==> src/rtl/pipe_ctrl_pkg.sv <==
// Shared types and stage indices for the pipeline hazard-control block.
package pipe_ctrl_pkg;

    typedef enum logic [1:0] {
        RUN    = 2'd0,
        DRAIN  = 2'd1,
        HALTED = 2'd2
    } state_t;

    localparam int IF_STG  = 0;
    localparam int ID_STG  = 1;
    localparam int EX_STG  = 2;
    localparam int MEM_STG = 3;
    localparam int WB_STG  = 4;

endpackage

==> src/rtl/prio_msb_enc.sv <==
// Highest-set-bit priority encoder; valid is low when no bit is set.
module prio_msb_enc #(
    parameter int W     = 5,
    parameter int IDX_W = (W > 1) ? $clog2(W) : 1
) (
    input  logic [W-1:0]     req,
    output logic [IDX_W-1:0] idx,
    output logic             valid
);

    // Ascending scan so the last hit, the highest bit, wins
    always_comb begin
        idx   = '0;
        valid = 1'b0;
        for (int i = 0; i < W; i++) begin
            if (req[i]) begin
                idx   = i[IDX_W-1:0];
                valid = 1'b1;
            end
        end
    end

endmodule

==> src/rtl/pipeline_stall_ctrl.sv <==
// Merges per-stage stall/flush requests into PC and pipeline-register controls,
// with a halt/drain/resume sequence, a stall watchdog and performance counters.
module pipeline_stall_ctrl
    import pipe_ctrl_pkg::*;
#(
    parameter int NUM_STAGES = 5,
    parameter int CNT_W      = 32,
    parameter int MAX_STALL  = 15
) (
    input  logic                  clk,
    input  logic                  rst_n,
    input  logic [NUM_STAGES-1:0] stall_req,
    input  logic [NUM_STAGES-1:0] flush_req,
    input  logic                  halt_req,
    input  logic                  resume,
    output logic                  pc_enable,
    output logic [NUM_STAGES-1:0] stage_en,
    output logic [NUM_STAGES-1:0] stage_flush,
    output logic                  halted,
    output logic                  watchdog_err,
    output logic [CNT_W-1:0]      stall_cycles,
    output logic [CNT_W-1:0]      flush_events
);

    localparam int IDX_W = (NUM_STAGES > 1) ? $clog2(NUM_STAGES) : 1;

    state_t           state;
    logic [IDX_W-1:0] drain_cnt;
    logic [7:0]       stall_run;

    logic [IDX_W-1:0] s_idx;
    logic [IDX_W-1:0] f_idx;
    logic             s_valid;
    logic             f_valid;
    logic             stall_active;
    logic             flush_applied;

    prio_msb_enc #(.W(NUM_STAGES), .IDX_W(IDX_W)) u_stall_enc (
        .req   (stall_req),
        .idx   (s_idx),
        .valid (s_valid)
    );

    prio_msb_enc #(.W(NUM_STAGES), .IDX_W(IDX_W)) u_flush_enc (
        .req   (flush_req),
        .idx   (f_idx),
        .valid (f_valid)
    );

    // A stall at or above the flushing stage wins; the flush requester must hold its request
    always_comb begin
        pc_enable     = 1'b0;
        stage_en      = '1;
        stage_flush   = '0;
        halted        = 1'b0;
        stall_active  = 1'b0;
        flush_applied = 1'b0;
        if (!rst_n) begin
            stage_flush = '1;
        end else begin
            case (state)
                RUN: begin
                    pc_enable = 1'b1;
                    if (s_valid && (!f_valid || (s_idx >= f_idx))) begin
                        stall_active = 1'b1;
                        pc_enable    = 1'b0;
                        for (int i = 0; i < NUM_STAGES; i++) begin
                            if (i < int'(s_idx)) begin
                                stage_en[i] = 1'b0;
                            end
                        end
                        stage_flush[s_idx] = 1'b1;
                    end else if (f_valid) begin
                        flush_applied = 1'b1;
                        for (int i = 0; i < NUM_STAGES; i++) begin
                            if (i < int'(f_idx)) begin
                                stage_flush[i] = 1'b1;
                            end
                        end
                    end
                end
                DRAIN: begin
                    stage_flush[IF_STG] = 1'b1;
                end
                HALTED: begin
                    stage_en = '0;
                    halted   = 1'b1;
                end
                default: begin
                    stage_flush = '1;
                end
            endcase
        end
    end

    // Drain pushes bubbles in at IF until every older instruction has retired
    always_ff @(posedge clk) begin
        if (!rst_n) begin
            state     <= RUN;
            drain_cnt <= '0;
        end else begin
            case (state)
                RUN: begin
                    if (halt_req) begin
                        state     <= DRAIN;
                        drain_cnt <= IDX_W'(NUM_STAGES - 1);
                    end
                end
                DRAIN: begin
                    drain_cnt <= drain_cnt - 1'b1;
                    if (drain_cnt == IDX_W'(1)) begin
                        state <= HALTED;
                    end
                end
                HALTED: begin
                    if (resume) begin
                        state <= RUN;
                    end
                end
                default: state <= RUN;
            endcase
        end
    end

    // Error latches on the same edge that stall_run reaches the limit
    always_ff @(posedge clk) begin
        if (!rst_n) begin
            stall_run    <= '0;
            watchdog_err <= 1'b0;
        end else if (stall_active) begin
            if (stall_run != 8'(MAX_STALL)) begin
                stall_run <= stall_run + 8'd1;
            end
            if (stall_run >= 8'(MAX_STALL - 1)) begin
                watchdog_err <= 1'b1;
            end
        end else begin
            stall_run <= '0;
        end
    end

    always_ff @(posedge clk) begin
        if (!rst_n) begin
            stall_cycles <= '0;
            flush_events <= '0;
        end else begin
            if (stall_active && (stall_cycles != '1)) begin
                stall_cycles <= stall_cycles + 1'b1;
            end
            if (flush_applied && (flush_events != '1)) begin
                flush_events <= flush_events + 1'b1;
            end
        end
    end

endmodule
==> config.mk <==
export PLATFORM = sky130hd
export DESIGN_NAME = pipeline_stall_ctrl
export DESIGN_NICKNAME = d
export VERILOG_FILES = /design/src/rtl/pipe_ctrl_pkg.sv /design/src/rtl/prio_msb_enc.sv /design/src/rtl/pipeline_stall_ctrl.sv
export SDC_FILE = /design/constraint.sdc
export NUM_CORES = 1
export LEC_CHECK = 0
export ABC_AREA = 1
export CAP_MARGIN = 15
export CORE_ASPECT_RATIO = 0.5
export CORE_MARGIN = 8
export CORE_UTILIZATION = 50
export CTS_CLUSTER_DIAMETER = 200
export CTS_CLUSTER_SIZE = 12
export DETAILED_ROUTE_END_ITERATION = 8
export GPL_TIMING_DRIVEN = 0
export PLACE_DENSITY = 0.84
export SLEW_MARGIN = 5
export SYNTH_ARGS = -nofsm -noshare
export SYNTH_HDL_FRONTEND = slang
export SYNTH_HIERARCHICAL = 1
export SYNTH_SLANG_ARGS = --single-unit
==> constraint.sdc <==
create_clock -name clk -period 2.9 [get_ports clk]
set_input_delay 0.58 -clock clk [delete_from_list [all_inputs] [get_ports clk]]
set_output_delay 0.58 -clock clk [all_outputs]
set_load 0.02 [all_outputs]
==> results of run 1 <==
## cells by family after synthesis
| group | count (synthesis) |
|---|---|
| DFF | 78 |
| and+or+nand+nor | 571 |
| buffers and inverters | 99 |
| AOI/OAI and AO/OA | 95 |
| xor gates and xnor gates | 28 |
| adders and majority gates | 12 |
## worst max-delay path, stage by stage
cell and delay [ns]:
sky130_fd_sc_hd__clkdlybuf4s50_1 0.46, sky130_fd_sc_hd__nor2_1 0.05, sky130_fd_sc_hd__nand3b_1 0.15, sky130_fd_sc_hd__nand2_1 0.09
sky130_fd_sc_hd__nor2_2 0.10, sky130_fd_sc_hd__nand2_2 0.09, sky130_fd_sc_hd__nand2_4 0.09, sky130_fd_sc_hd__buf_6 0.15
sky130_fd_sc_hd__nand2_4 0.07, sky130_fd_sc_hd__nor2_4 0.10, sky130_fd_sc_hd__nand3_2 0.07, sky130_fd_sc_hd__o211ai_1 0.11
sky130_fd_sc_hd__buf_4 0.17
## routing by layer
metal | up-vias | routed length [um] | global-route usage [%]
met4 | 0 | 142 | 4.17
met3 | 18 | 2460 | 10.3
met2 | 334 | 6540 | 28.9
met1 | 2737 | 8700 | 36.0
met5 | - | 0 | 0
li1 | 2998 | - | -
## power breakdown
group | switching [mW] | internal (mW) | total [mW]
Sequential | 0.0368 | 1.11 | 1.15
Combinational | 0.583 | 0.329 | 0.912
Clock | 0.475 | 0.714 | 1.19
## sequential cells by signal (all words and copies together), names as in the netlist
name and cells:
drain_cnt 3, stall_run 8, stall_cycles 32, watchdog_err 1
flush_events 32, state 2
## final timing paths
| check | start | slack, ns | endpoint | cells after the start |
|---|---|---|---|---|
| worst max-delay path | flush_req[0] | 0.05 | stage_flush[4] | 13 |
| worst min register to register | drain_cnt[1]$_SDFFE_PN0P_ | 0.47 | drain_cnt[1]$_SDFFE_PN0P_ | 2 |
| worst max register to register | flush_events[0]$_SDFFE_PN0P_ | 0.69 | flush_events[23]$_SDFFE_PN0P_ | 10 |
| worst min-delay path | drain_cnt[1]$_SDFFE_PN0P_ | 0.47 | drain_cnt[1]$_SDFFE_PN0P_ | 2 |
## Yosys cell counts (all sizes together)
| cell type | count | share of area [%] |
|---|---|---|
| buf | 16 | 2.6 |
| o21bai | 2 | 0.28 |
| xnor2 | 9 | 1.5 |
| o31ai | 1 | 0.14 |
| nor3 | 2 | 0.18 |
| inv | 75 | 5.2 |
| nand4 | 11 | 1.3 |
| a22oi | 2 | 0.28 |
| xor2 | 19 | 3.1 |
| nand3 | 35 | 3.3 |
| dfxtp | 78 | 29 |
| o21ai | 19 | 1.8 |
| nand2 | 343 | 25 |
| clkbuf | 8 | 0.55 |
| o211ai | 1 | 0.14 |
| a211oi | 1 | 0.14 |
| ha | 12 | 2.8 |
| or2 | 1 | 0.12 |
| a31oi | 1 | 0.12 |
| a21oi | 68 | 7.7 |
| nor2 | 150 | 11 |
| nand3b | 29 | 4.0 |
## layout make-up
class | instances | area [um^2]
plain buffers | 24 | 176
clock buffers | 11 | 253
clock inverters | 5 | 56.3
fillers | 988 | 3800
inverters | 75 | 282
multi-input cells | 706 | 3550
flip-flops and latches | 78 | 1560
well taps | 145 | 181
repair buffers | 98 | 912
## through the flow
step | utilization, % | setup WS [ns] | cells | instance area [um^2]
floorplan | - | 0.138 | 883 | 5430
global placement | 60.5 | -0.902 | 1118 | 6520
detailed placement | 60.5 | -0.877 | 1118 | 6520
CTS | 64.3 | 0.00134 | 1139 | 6930
global route | 64.7 | -0.0618 | 1142 | 6970
finish | 64.7 | 0.0530 | 1142 | 6970
## timing repair
item,CTS,global route
gates cloned,1,0
buffers inserted,4,3
endpoints found under the hold margin,0,0
gates resized for setup,88,28
endpoints found under the setup margin,11,11
pin swaps,9,16
hold buffers,0,0
==> reports/qor_table.md, run 1 <==
| Result | Value |
|:---|:---|
| Final worst path period share | 98.2% |
| Max VDD drop | 0.293 mV |
| Die Ht | 89.7 um |
| Status | completed |
| Maximum root-to-sink buffer count | 2 |
| Count of input and output buffers | 90 |
| Hpwl dp | 13,500 um |
| Latest clock arrival within the worst-skew pair | 0.34 ns |
| I/O pin total | 91 |
| Area grow syn2layout | 28.3% |
| Residual DRC | 0 |
| Max Freq | 0.351 GHz |
| Most used cells in the layout excluding fill and tap cells | sky130_fd_sc_hd__nand2_1, sky130_fd_sc_hd__nor2_1, sky130_fd_sc_hd__dfxtp_1 |
| Count of maximum capacitance violations | 0 |
| Area of the core region | 0.0108 mm^2 |
| Count of endpoints failing setup in the final report | 0 |
| Complex-gate fraction of the synthesized area | 10.5% |
| Mean instance size in the synthesized netlist | 6.15 um^2 |
| Arrival time at the worst endpoint | 2.27 ns |
| Count of warnings emitted by yosys | 6 |
| Detailed-routing iteration count for the pre-antenna-repair pass | 7 |
| Total count of hold-check failures in the final report | 0 |
| Slew Limit Fails | 0 |
| Setup TNS | 0 ns |
| Power Dens Cells | 466 mW/mm^2 |
| Pin count of the biggest net entering global routing | 14 |
| Remaining antenna violation count | 0 |
| Detailed-route via count | 6,087 |
| Fraction of final layout cells sized beyond drive strength 1 | 13.7% |
| Count of clock tree sinks | 78 |
| Horizontal die dimension | 163 um |
| # H-tree levels | 3 |
| Vias in the first global route | 5,382 |
| Area of the mapped netlist | 0.00543 mm^2 |
| Total Power | 3.25 mW |
| DRT Wirelength | 17,800 um |
| First-pass GRT wire length | 28,200 um |
| Mux cell area share after synthesis | 0% |
| Register area share after synthesis | 28.7% |
| Endpoint required time on the critical path | 2.32 ns |
| CP max FO | 5 |
| Weighted congestion reported at the end of routability-driven placement | 0.962 |
| Sort of element at the end of the critical path | output pin |
| Parity-gate share of the synthesized area counting xor and xnor cells | 4.51% |
| Placement row count | 27 |
| Worst-Margin Slew | 0.756 ns |
| Cells after Synth | 883 |
| Final net count | 1,018 |
| Clock Pin Slew Worst Setup and Hold Paths | 0.06 ns |
| Violation count after the first detailed-route iteration | 734 |
| Layout Skew | 0.00729 ns |
| Class of the tightest hold or removal check | reg -> reg |
| WL per Instance | 15.6 um |
| Simple-gate area share of the yosys netlist | 45.1% |
| Cell chosen for the clock root | sky130_fd_sc_hd__clkbuf_16 |
| Number of distinct standard cells referenced by the synthesized netlist | 32 |
| Antenna violations before repair | 0 |
| Shortest period the worst path allows | 2.85 ns |
| Synth Register Bits | 78 |
| Antenna diode instance count | 0 |
| Combined global-route utilization of all metal layers | 23.6% |
| Combinational family with the most area after synthesis | simple AND/OR/NAND/NOR gates |
| GRT overflow | 0 |
| Unrepaired setup endpoints after global routing | yes |
| Commonest non-fill, non-tap cell in the layout | sky130_fd_sc_hd__nand2_1 |
| Clock tree from TritonCTS | done |
| Worst max-slew margin expressed relative to the limit | 49.6% |
| Starting utilization of the core area | 50.4% |
| Inserted Clock Buffers | 9 |
| Minimum hold slack | 0.472 ns |
| Synthesized net count | 909 |
| Startpoint Class | input port |
| Classification of the worst setup path | in -> out |
| Via-to-Cell Ratio | 5.33 |
| Static leakage | 2.55 nW |
| Die outline area | 0.0147 mm^2 |
| Area share of fa/ha/maj cells after synthesis | 2.76% |
Power figures use the tool's default switching activity.
==> run 2: changes to the inputs <==
--- a/config.mk
+++ b/config.mk
@@ -9,12 +9,12 @@
 export CAP_MARGIN = 15
 export CORE_ASPECT_RATIO = 0.5
 export CORE_MARGIN = 8
-export CORE_UTILIZATION = 50
+export CORE_UTILIZATION = 25
 export CTS_CLUSTER_DIAMETER = 200
 export CTS_CLUSTER_SIZE = 12
 export DETAILED_ROUTE_END_ITERATION = 8
 export GPL_TIMING_DRIVEN = 0
-export PLACE_DENSITY = 0.84
+export PLACE_DENSITY = 0.52
 export SLEW_MARGIN = 5
 export SYNTH_ARGS = -nofsm -noshare
 export SYNTH_HDL_FRONTEND = slang
==> run 2 against run 1 <==
Clock-buffer cell count shrank 2; critical path type unchanged; power decreased by 3.6%; worst setup slack better by 0.059 ns; design area up 2.6%; register-to-register slack better by 0.08 ns; clock power fell by 7%; clock skew increased by 0.0016 ns; combinational power down 3.9%; first-iteration DRC count decreased by 59%; global-route usage decreased by 11 points; hold slack got worse by 0.0088 ns.
==> reports/qor_table.md, run 2 (synthesis results as in run 1) <==
| Result | Value | Change |
|:---|:---|:---|
| Horizontal die dimension | 224 um | +37% |
| Count of endpoints failing setup in the final report | 0 | unchanged |
| Most common cell on crit path | sky130_fd_sc_hd__buf_6 |  |
| GRT overflow | 0 | unchanged |
| Largest stage delay on the critical path | 0.46 ns | about the same |
| Total Power | 3.13 mW | -3.6% |
| Detailed-routing iteration count for the pre-antenna-repair pass | 5 | -2 |
| Remaining antenna violation count | 0 | unchanged |
| Status | completed |  |
| Series of cell instances along the critical path | clkdlybuf4s50_1, nor2_1, nand3b_1, nand2_1, nor2_2, nand2_2, nand2_2, buf_6, buf_6, o21ai_1, o21ai_1, nand2_1, buf_6 |  |
| Worst max-slew margin expressed relative to the limit | 47.1% | -2.5 points |
| Layout Skew | 0.00885 ns | +0.00156 ns |
| Sort of element at the end of the critical path | output pin |  |
| Crit path buf inv count | 4 | +1 |
| Area used by sequential logic in the layout | 0.00156 mm^2 | unchanged |
| Finished layout cell area | 0.00715 mm^2 | +2.6% |
| Commonest non-fill, non-tap cell in the layout | sky130_fd_sc_hd__nand2_1 |  |
| Via-to-Cell Ratio | 4.42 | -17% |
| Inserted Clock Buffers | 9 | unchanged |
| Maximum root-to-sink buffer count | 2 | unchanged |
| Max Freq | 0.359 GHz | +2.1% |
| Area used by multi-input combinational logic | 0.00351 mm^2 | -1.1% |
| Vias in the first global route | 5,470 | +1.6% |
| First-pass GRT wire length | 28,100 um | -0.29% |
| Part of the total power dissipated in the clock network | 35.4% | -1.2 points |
| Count of maximum capacitance violations | 0 | unchanged |
| Biggest registers after layout | flush_events x32, stall_cycles x32, stall_run x8 |  |
| Die Ht | 120 um | +34% |
| Count of hold-fix buffers inserted at cts | 0 | unchanged |
| Die outline area | 0.0270 mm^2 | +84% |
| Family of cells with the greatest summed delay on the critical path | buffers and inverters |  |
| Antenna violations before repair | 0 | unchanged |
| Final worst path period share | 96.1% | -2.0 points |
| Starting utilization of the core area | 25.3% | -25 points |
| Final cell utilization of the core | 33.3% | -31 points |
| I/O pin total | 91 | unchanged |
| Post-Layout Cell Count | 1,302 | +14% |
| Max VDD drop | 0.221 mV | -25% |
| Internal power | 2.03 mW | -5.7% |
| Area grow syn2layout | 31.6% |  |
| Detailed-route via count | 5,750 | -5.5% |
| Relative contribution of sequential cells to total power | 36.6% | +1.3 points |
| Clock Pin Slew Worst Setup and Hold Paths | 0.07 ns | about the same |
| DRT Wirelength | 17,200 um | -3.5% |
| Worst-Margin Slew | 0.794 ns | +0.0375 ns |
| Residual DRC | 0 | unchanged |
| Arrival time at the worst endpoint | 2.21 ns | -0.06 ns |
| Cell chosen for the clock root | sky130_fd_sc_hd__clkbuf_16 |  |
| Violation count after the first detailed-route iteration | 299 | -59% |
| Startpoint Class | input port |  |
| Power Dens Cells | 438 mW/mm^2 | -6.0% |
| Count of clock tree sinks | 78 | unchanged |
| Area of the core region | 0.0215 mm^2 | +99% |
| # H-tree levels | 3 | unchanged |
| Endpoint required time on the critical path | 2.32 ns | about the same |
| Switching power | 1.10 mW | +0.49% |
| Antenna diode instance count | 0 | unchanged |
| Slew Limit Fails | 0 | unchanged |
| CP max FO | 6 | +1 |
| Latest clock arrival within the worst-skew pair | 0.35 ns | about the same |
| Weighted congestion reported at the end of routability-driven placement | 0.894 | -7.0% |
| Combined global-route utilization of all metal layers | 12.7% | -11 points |
| Most used cells in the layout excluding fill and tap cells | sky130_fd_sc_hd__nand2_1, sky130_fd_sc_hd__nor2_1, sky130_fd_sc_hd__dfxtp_1 |  |
| Combinational share of power | 28.0% | about the same |
| Pin count of the biggest net entering global routing | 16 | +2 |
| Hpwl dp | 13,400 um | -1.2% |
| Classification of the worst setup path | in -> out |  |
| Fraction of final layout cells sized beyond drive strength 1 | 13.7% | -0.069 points |
| WL per Instance | 13.2 um | -15% |
| Count of input and output buffers | 90 | unchanged |
| Shortest period the worst path allows | 2.79 ns | -0.0591 ns |
| Master of the slowest instance on the critical path | sky130_fd_sc_hd__clkdlybuf4s50_1 |  |
| Placed Instances | 1,273 | +14% |
| Net switching fraction of the power | 35.2% | +1.4 points |
| Placement row count | 38 | +41% |
| Class of the tightest hold or removal check | reg -> reg |  |
| Final net count | 1,023 | +0.49% |
| Total count of hold-check failures in the final report | 0 | unchanged |
| Placed standard-cell area | 0.00671 mm^2 | +3.0% |
| Count of fill cells added during filler insertion | 2,421 | +150% |
| Minimum hold slack | 0.463 ns | -0.00883 ns |
| Clock tree from TritonCTS | done |  |
| Static leakage | 2.54 nW | -0.35% |
run 2: worst register-to-register path: stages, from the launching register on:
cell and delay, ns:
sky130_fd_sc_hd__dfxtp_1 0.48, sky130_fd_sc_hd__ha_1 0.38, sky130_fd_sc_hd__inv_2 0.10, sky130_fd_sc_hd__nor2_4 0.15, sky130_fd_sc_hd__nand2_2 0.12, sky130_fd_sc_hd__nor2_4 0.19
sky130_fd_sc_hd__nand2_4 0.12, sky130_fd_sc_hd__inv_1 0.07, sky130_fd_sc_hd__nor2_1 0.06, sky130_fd_sc_hd__buf_2 0.19, sky130_fd_sc_hd__nand2_1 0.08, sky130_fd_sc_hd__a21oi_1 0.05
run 2: power by group through the flow:
stage                     logic (mW)  registers [mW]  clock network [mW]
final                          0.876            1.15                1.11
after global routing           0.970            1.15                1.18
after CTS                      0.860            1.15                1.14
after detailed placement       0.855            1.17                   0
after global placement         0.845            1.17                   0
after floorplan                0.540            1.17                   0
run 2: timing repair:
action | CTS | global route
pin swaps | 11 | 11
setup endpoints to repair | 11 | 36
gates resized for setup | 83 | 25
buffers inserted | 13 | 0
run 2: routing by layer:
layer / vias to the layer above / share of wire (%) / routed length (um) / track usage, %
met5: - / 0 / 0 / 0
met4: 0 / 0.91 / 156 / 2.85
met3: 11 / 4.0 / 688 / 2.85
met2: 97 / 47 / 8170 / 21.6
met1: 2626 / 48 / 8210 / 16.4
li1: 3016 / - / - / -
run 2: worst paths after layout:
| path | cells after the start | from | end | slack [ns] |
|---|---|---|---|---|
| worst max-delay path | 13 | flush_req[0] | stage_flush[0] | 0.11 |
| worst min-delay path | 2 | drain_cnt[1]$_SDFFE_PN0P_ | drain_cnt[1]$_SDFFE_PN0P_ | 0.46 |
| worst max register to register | 11 | flush_events[0]$_SDFFE_PN0P_ | flush_events[31]$_SDFFE_PN0P_ | 0.77 |
| worst min register to register | 2 | drain_cnt[1]$_SDFFE_PN0P_ | drain_cnt[1]$_SDFFE_PN0P_ | 0.46 |
run 2: cell type report:
class | count | share of cell area, %
inverters | 75 | 3.94
multi-input cells | 706 | 49.1
well taps | 300 | 5.25
flip-flops and latches | 78 | 21.8
clock buffers | 9 | 3.15
plain buffers | 24 | 2.57
clock inverters | 7 | 0.805
repair buffers | 103 | 13.3
run 2: metrics by stage:
step | setup slack, ns | TNS, ns
6_report | 0.112 | 0
5_1_grt | -0.00924 | -0.0159
4_1_cts | 0.00309 | 0
3_5_place_dp | -0.854 | -15.99
3_3_place_gp | -0.852 | -15.14
2_1_floorplan | 0.138 | 0
==> run 3: changes to the inputs <==
--- a/config.mk
+++ b/config.mk
@@ -8,7 +8,6 @@
 export ABC_AREA = 1
 export CAP_MARGIN = 15
 export CORE_ASPECT_RATIO = 0.5
-export CORE_MARGIN = 8
 export CORE_UTILIZATION = 25
 export CTS_CLUSTER_DIAMETER = 200
 export CTS_CLUSTER_SIZE = 12
==> run 3 against run 2 <==
Final cell count down 0.69%; combinational power up 0.6%; critical endpoint unchanged; power up 4.2%.
==> reports/qor_table.md, run 3 (synthesis results as in run 1) <==
| Result | Value | Change |
|:---|:---|:---|
| Commonest non-fill, non-tap cell in the layout | sky130_fd_sc_hd__nand2_1 |  |
| Placed Instances | 1,265 | -0.63% |
| Endpoint required time on the critical path | 2.32 ns | about the same |
| Total count of hold-check failures in the final report | 0 | unchanged |
| Master of the slowest instance on the critical path | sky130_fd_sc_hd__ha_4 |  |
| Crit path buf inv count | 5 | +1 |
| Antenna violations before repair | 0 | unchanged |
| Weighted congestion reported at the end of routability-driven placement | 0.884 | -1.2% |
| Final worst path period share | 96.6% | +0.41 points |
| Class of the tightest hold or removal check | reg -> reg |  |
| Post-Layout Cell Count | 1,293 | -0.69% |
| Pin count of the biggest net entering global routing | 14 | -2 |
| Clock tree from TritonCTS | done |  |
| Residual DRC | 0 | unchanged |
| Worst max-slew margin expressed relative to the limit | 47.6% | +0.56 points |
| Relative contribution of sequential cells to total power | 35.2% | -1.4 points |
| Horizontal die dimension | 210 um | -6.2% |
| Count of clock tree sinks | 78 | unchanged |
| Max VDD drop | 0.235 mV | +6.3% |
| Most used cells in the layout excluding fill and tap cells | sky130_fd_sc_hd__nand2_1, sky130_fd_sc_hd__nor2_1, sky130_fd_sc_hd__dfxtp_1 |  |
| Routed metal-1 wirelength | 8380 um | +2.0% |
| Combined global-route utilization of all metal layers | 15.1% | +2.4 points |
| Power Dens Cells | 454 mW/mm^2 | +3.7% |
| Worst-Margin Slew | 0.785 ns | -0.00839 ns |
| Count of endpoints failing setup in the final report | 0 | unchanged |
| Count of fill cells added during filler insertion | 2,301 | -5.0% |
| Area of the core region | 0.0209 mm^2 | -2.6% |
| First-pass GRT wire length | 27,100 um | -3.7% |
| Area used by sequential logic in the layout | 0.00156 mm^2 | unchanged |
| Arrival time at the worst endpoint | 2.22 ns | about the same |
| Classification of the worst setup path | in -> out |  |
| R2R Setup Slk | 0.78 ns | about the same |
| Max Freq | 0.357 GHz | -0.43% |
| Detailed-route via count | 5,712 | -0.66% |
| Violation count after the first detailed-route iteration | 279 | -6.7% |
| DRT Wirelength | 16,500 um | -4.0% |
| Area used by multi-input combinational logic | 0.00353 mm^2 | +0.64% |
| Part of the total power dissipated in the clock network | 37.8% | +2.4 points |
| Vias in the first global route | 5,379 | -1.7% |
| Largest stage delay on the critical path | 0.26 ns | -0.20 ns |
| Worst path setup slack after routing | 0.100 ns | -0.0120 ns |
| # H-tree levels | 3 | unchanged |
| Most common cell on crit path | sky130_fd_sc_hd__nand2_1 |  |
| Die outline area | 0.0224 mm^2 | -17% |
| Starting utilization of the core area | 26.0% | +0.68 points |
| Clock Pin Slew Worst Setup and Hold Paths | 0.07 ns | about the same |
| Total Power | 3.26 mW | +4.2% |
| Startpoint Class | input port |  |
| Layout Skew | 0.00912 ns | +0.000264 ns |
| Switching power | 1.07 mW | -3.0% |
| Area grow syn2layout | 32.2% |  |
| Latest clock arrival within the worst-skew pair | 0.35 ns | about the same |
| Fraction of final layout cells sized beyond drive strength 1 | 13.6% | -0.086 points |
| Biggest registers after layout | flush_events x32, stall_cycles x32, stall_run x8 |  |
| Status | completed |  |
| Net switching fraction of the power | 32.7% | -2.4 points |
| Static leakage | 2.57 nW | +1.0% |
| Count of maximum capacitance violations | 0 | unchanged |
| Maximum root-to-sink buffer count | 2 | unchanged |
| Antenna diode instance count | 0 | unchanged |
| Die Ht | 106 um | -12% |
| Detailed-routing iteration count for the pre-antenna-repair pass | 5 | unchanged |
| Highest metal layer with signal wires | met4 |  |
| I/O pin total | 91 | unchanged |
| Placement row count | 37 | -2.6% |
| Worst setup slack before clock tree synthesis | -0.867 ns | -0.0129 ns |
| WL per Instance | 12.8 um | -3.4% |
| Shortest period the worst path allows | 2.80 ns | +0.0120 ns |
| Remaining antenna violation count | 0 | unchanged |
| Met3 routed wirelength | 650 um | -5.5% |
| Sort of element at the end of the critical path | output pin |  |
| CP max FO | 5 | -1 |
| Via-to-Cell Ratio | 4.42 | about the same |
| Count of input and output buffers | 90 | unchanged |
| Cell chosen for the clock root | sky130_fd_sc_hd__clkbuf_16 |  |
| Setup TNS | 0 ns | unchanged |
| Hpwl dp | 12,800 um | -4.5% |
| Series of cell instances along the critical path | clkdlybuf4s15_2, a21oi_2, inv_2, ha_4, inv_1, nand2_1, nand2_1, nand2_2, nand2_4, buf_8, nand3_4, o21ai_2, o21ai_1, nand2_1, buf_6 |  |
| Inserted Clock Buffers | 9 | unchanged |
| Final net count | 1,022 | -0.098% |
| Slew Limit Fails | 0 | unchanged |
| Family of cells with the greatest summed delay on the critical path | buffers and inverters |  |
| Met2 wirelength from detailed routing | 7390 um | -9.5% |
| Combinational share of power | 27.0% | -1.0 points |
| Internal power | 2.19 mW | +8.0% |
| GRT overflow | 0 | unchanged |
run 3: cell count changes in the layout (fill, tap and decap cells not counted), moves of 3 or more:
cell / previous run / this run
sky130_fd_sc_hd__buf_6: 12 / 9
sky130_fd_sc_hd__nor2_2: 10 / 7
sky130_fd_sc_hd__nand2_2: 25 / 22
sky130_fd_sc_hd__clkbuf_2: 3 / 7
run 3: power groups by stage:
stage / registers, mW / clock network (mW) / logic [mW]
final: 1.15 / 1.23 / 0.881
after detailed placement: 1.17 / 0 / 0.852
after global routing: 1.15 / 1.32 / 0.970
after global placement: 1.17 / 0 / 0.838
after CTS: 1.15 / 1.27 / 0.859
after floorplan: 1.17 / 0 / 0.540
run 3: timing repair:
action	in CTS	in global routing
setup buffers	10	1
endpoints found under the setup margin	11	11
gates resized for setup	76	33
pin swaps	10	11
hold buffers	0	0
gates cloned	1	0
run 3: worst reg2reg max path: stages, from the launching register on:
cell	delay (ns)
sky130_fd_sc_hd__dfxtp_1	0.49
sky130_fd_sc_hd__ha_1	0.38
sky130_fd_sc_hd__inv_2	0.10
sky130_fd_sc_hd__nor2_4	0.14
sky130_fd_sc_hd__nand2_2	0.11
sky130_fd_sc_hd__nor2_4	0.19
sky130_fd_sc_hd__nand2_4	0.11
sky130_fd_sc_hd__nand3_2	0.16
sky130_fd_sc_hd__buf_6	0.16
sky130_fd_sc_hd__nand2_1	0.06
sky130_fd_sc_hd__a21oi_1	0.14
run 3: path summary, 6_finish.rpt:
path                                        end  depth (start not counted)                         start
setup / recovery                 stage_flush[0]                         15                  stall_req[4]
hold / removal        drain_cnt[1]$_SDFFE_PN0P_                          2     drain_cnt[1]$_SDFFE_PN0P_
setup reg to reg  flush_events[20]$_SDFFE_PN0P_                         10  flush_events[0]$_SDFFE_PN0P_
hold reg to reg       drain_cnt[1]$_SDFFE_PN0P_                          2     drain_cnt[1]$_SDFFE_PN0P_
run 3: routing by layer:
| metal | vias up | GRT usage (%) |
|---|---|---|
| li1 | 3012 | - |
| met1 | 2607 | 21.0 |
| met2 | 85 | 24.2 |
| met3 | 8 | 3.13 |
| met4 | 0 | 2.90 |
| met5 | - | 0 |
run 3: layout make-up:
| cell class | instances | share of cell area [%] |
|---|---|---|
| Multi-Input combinational cell | 706 | 49.2 |
| Sequential cell | 78 | 21.7 |
| Timing Repair Buffer | 102 | 13.1 |
| Tap cell | 292 | 5.09 |
| Inverter | 75 | 3.92 |
| Clock buffer | 10 | 3.19 |
| Buffer | 24 | 2.56 |
| Clock inverter | 6 | 1.20 |
run 3: per-stage QoR:
step                      utilization, %  hold slack (ns)  area, um^2
final                               34.3            0.463        7180
after CTS                           34.1            0.467        7150
after detailed placement            32.0            0.457        6700
after global placement              32.0            0.454        6700
after global routing                34.3            0.509        7180
after floorplan                        -            0.440        5430
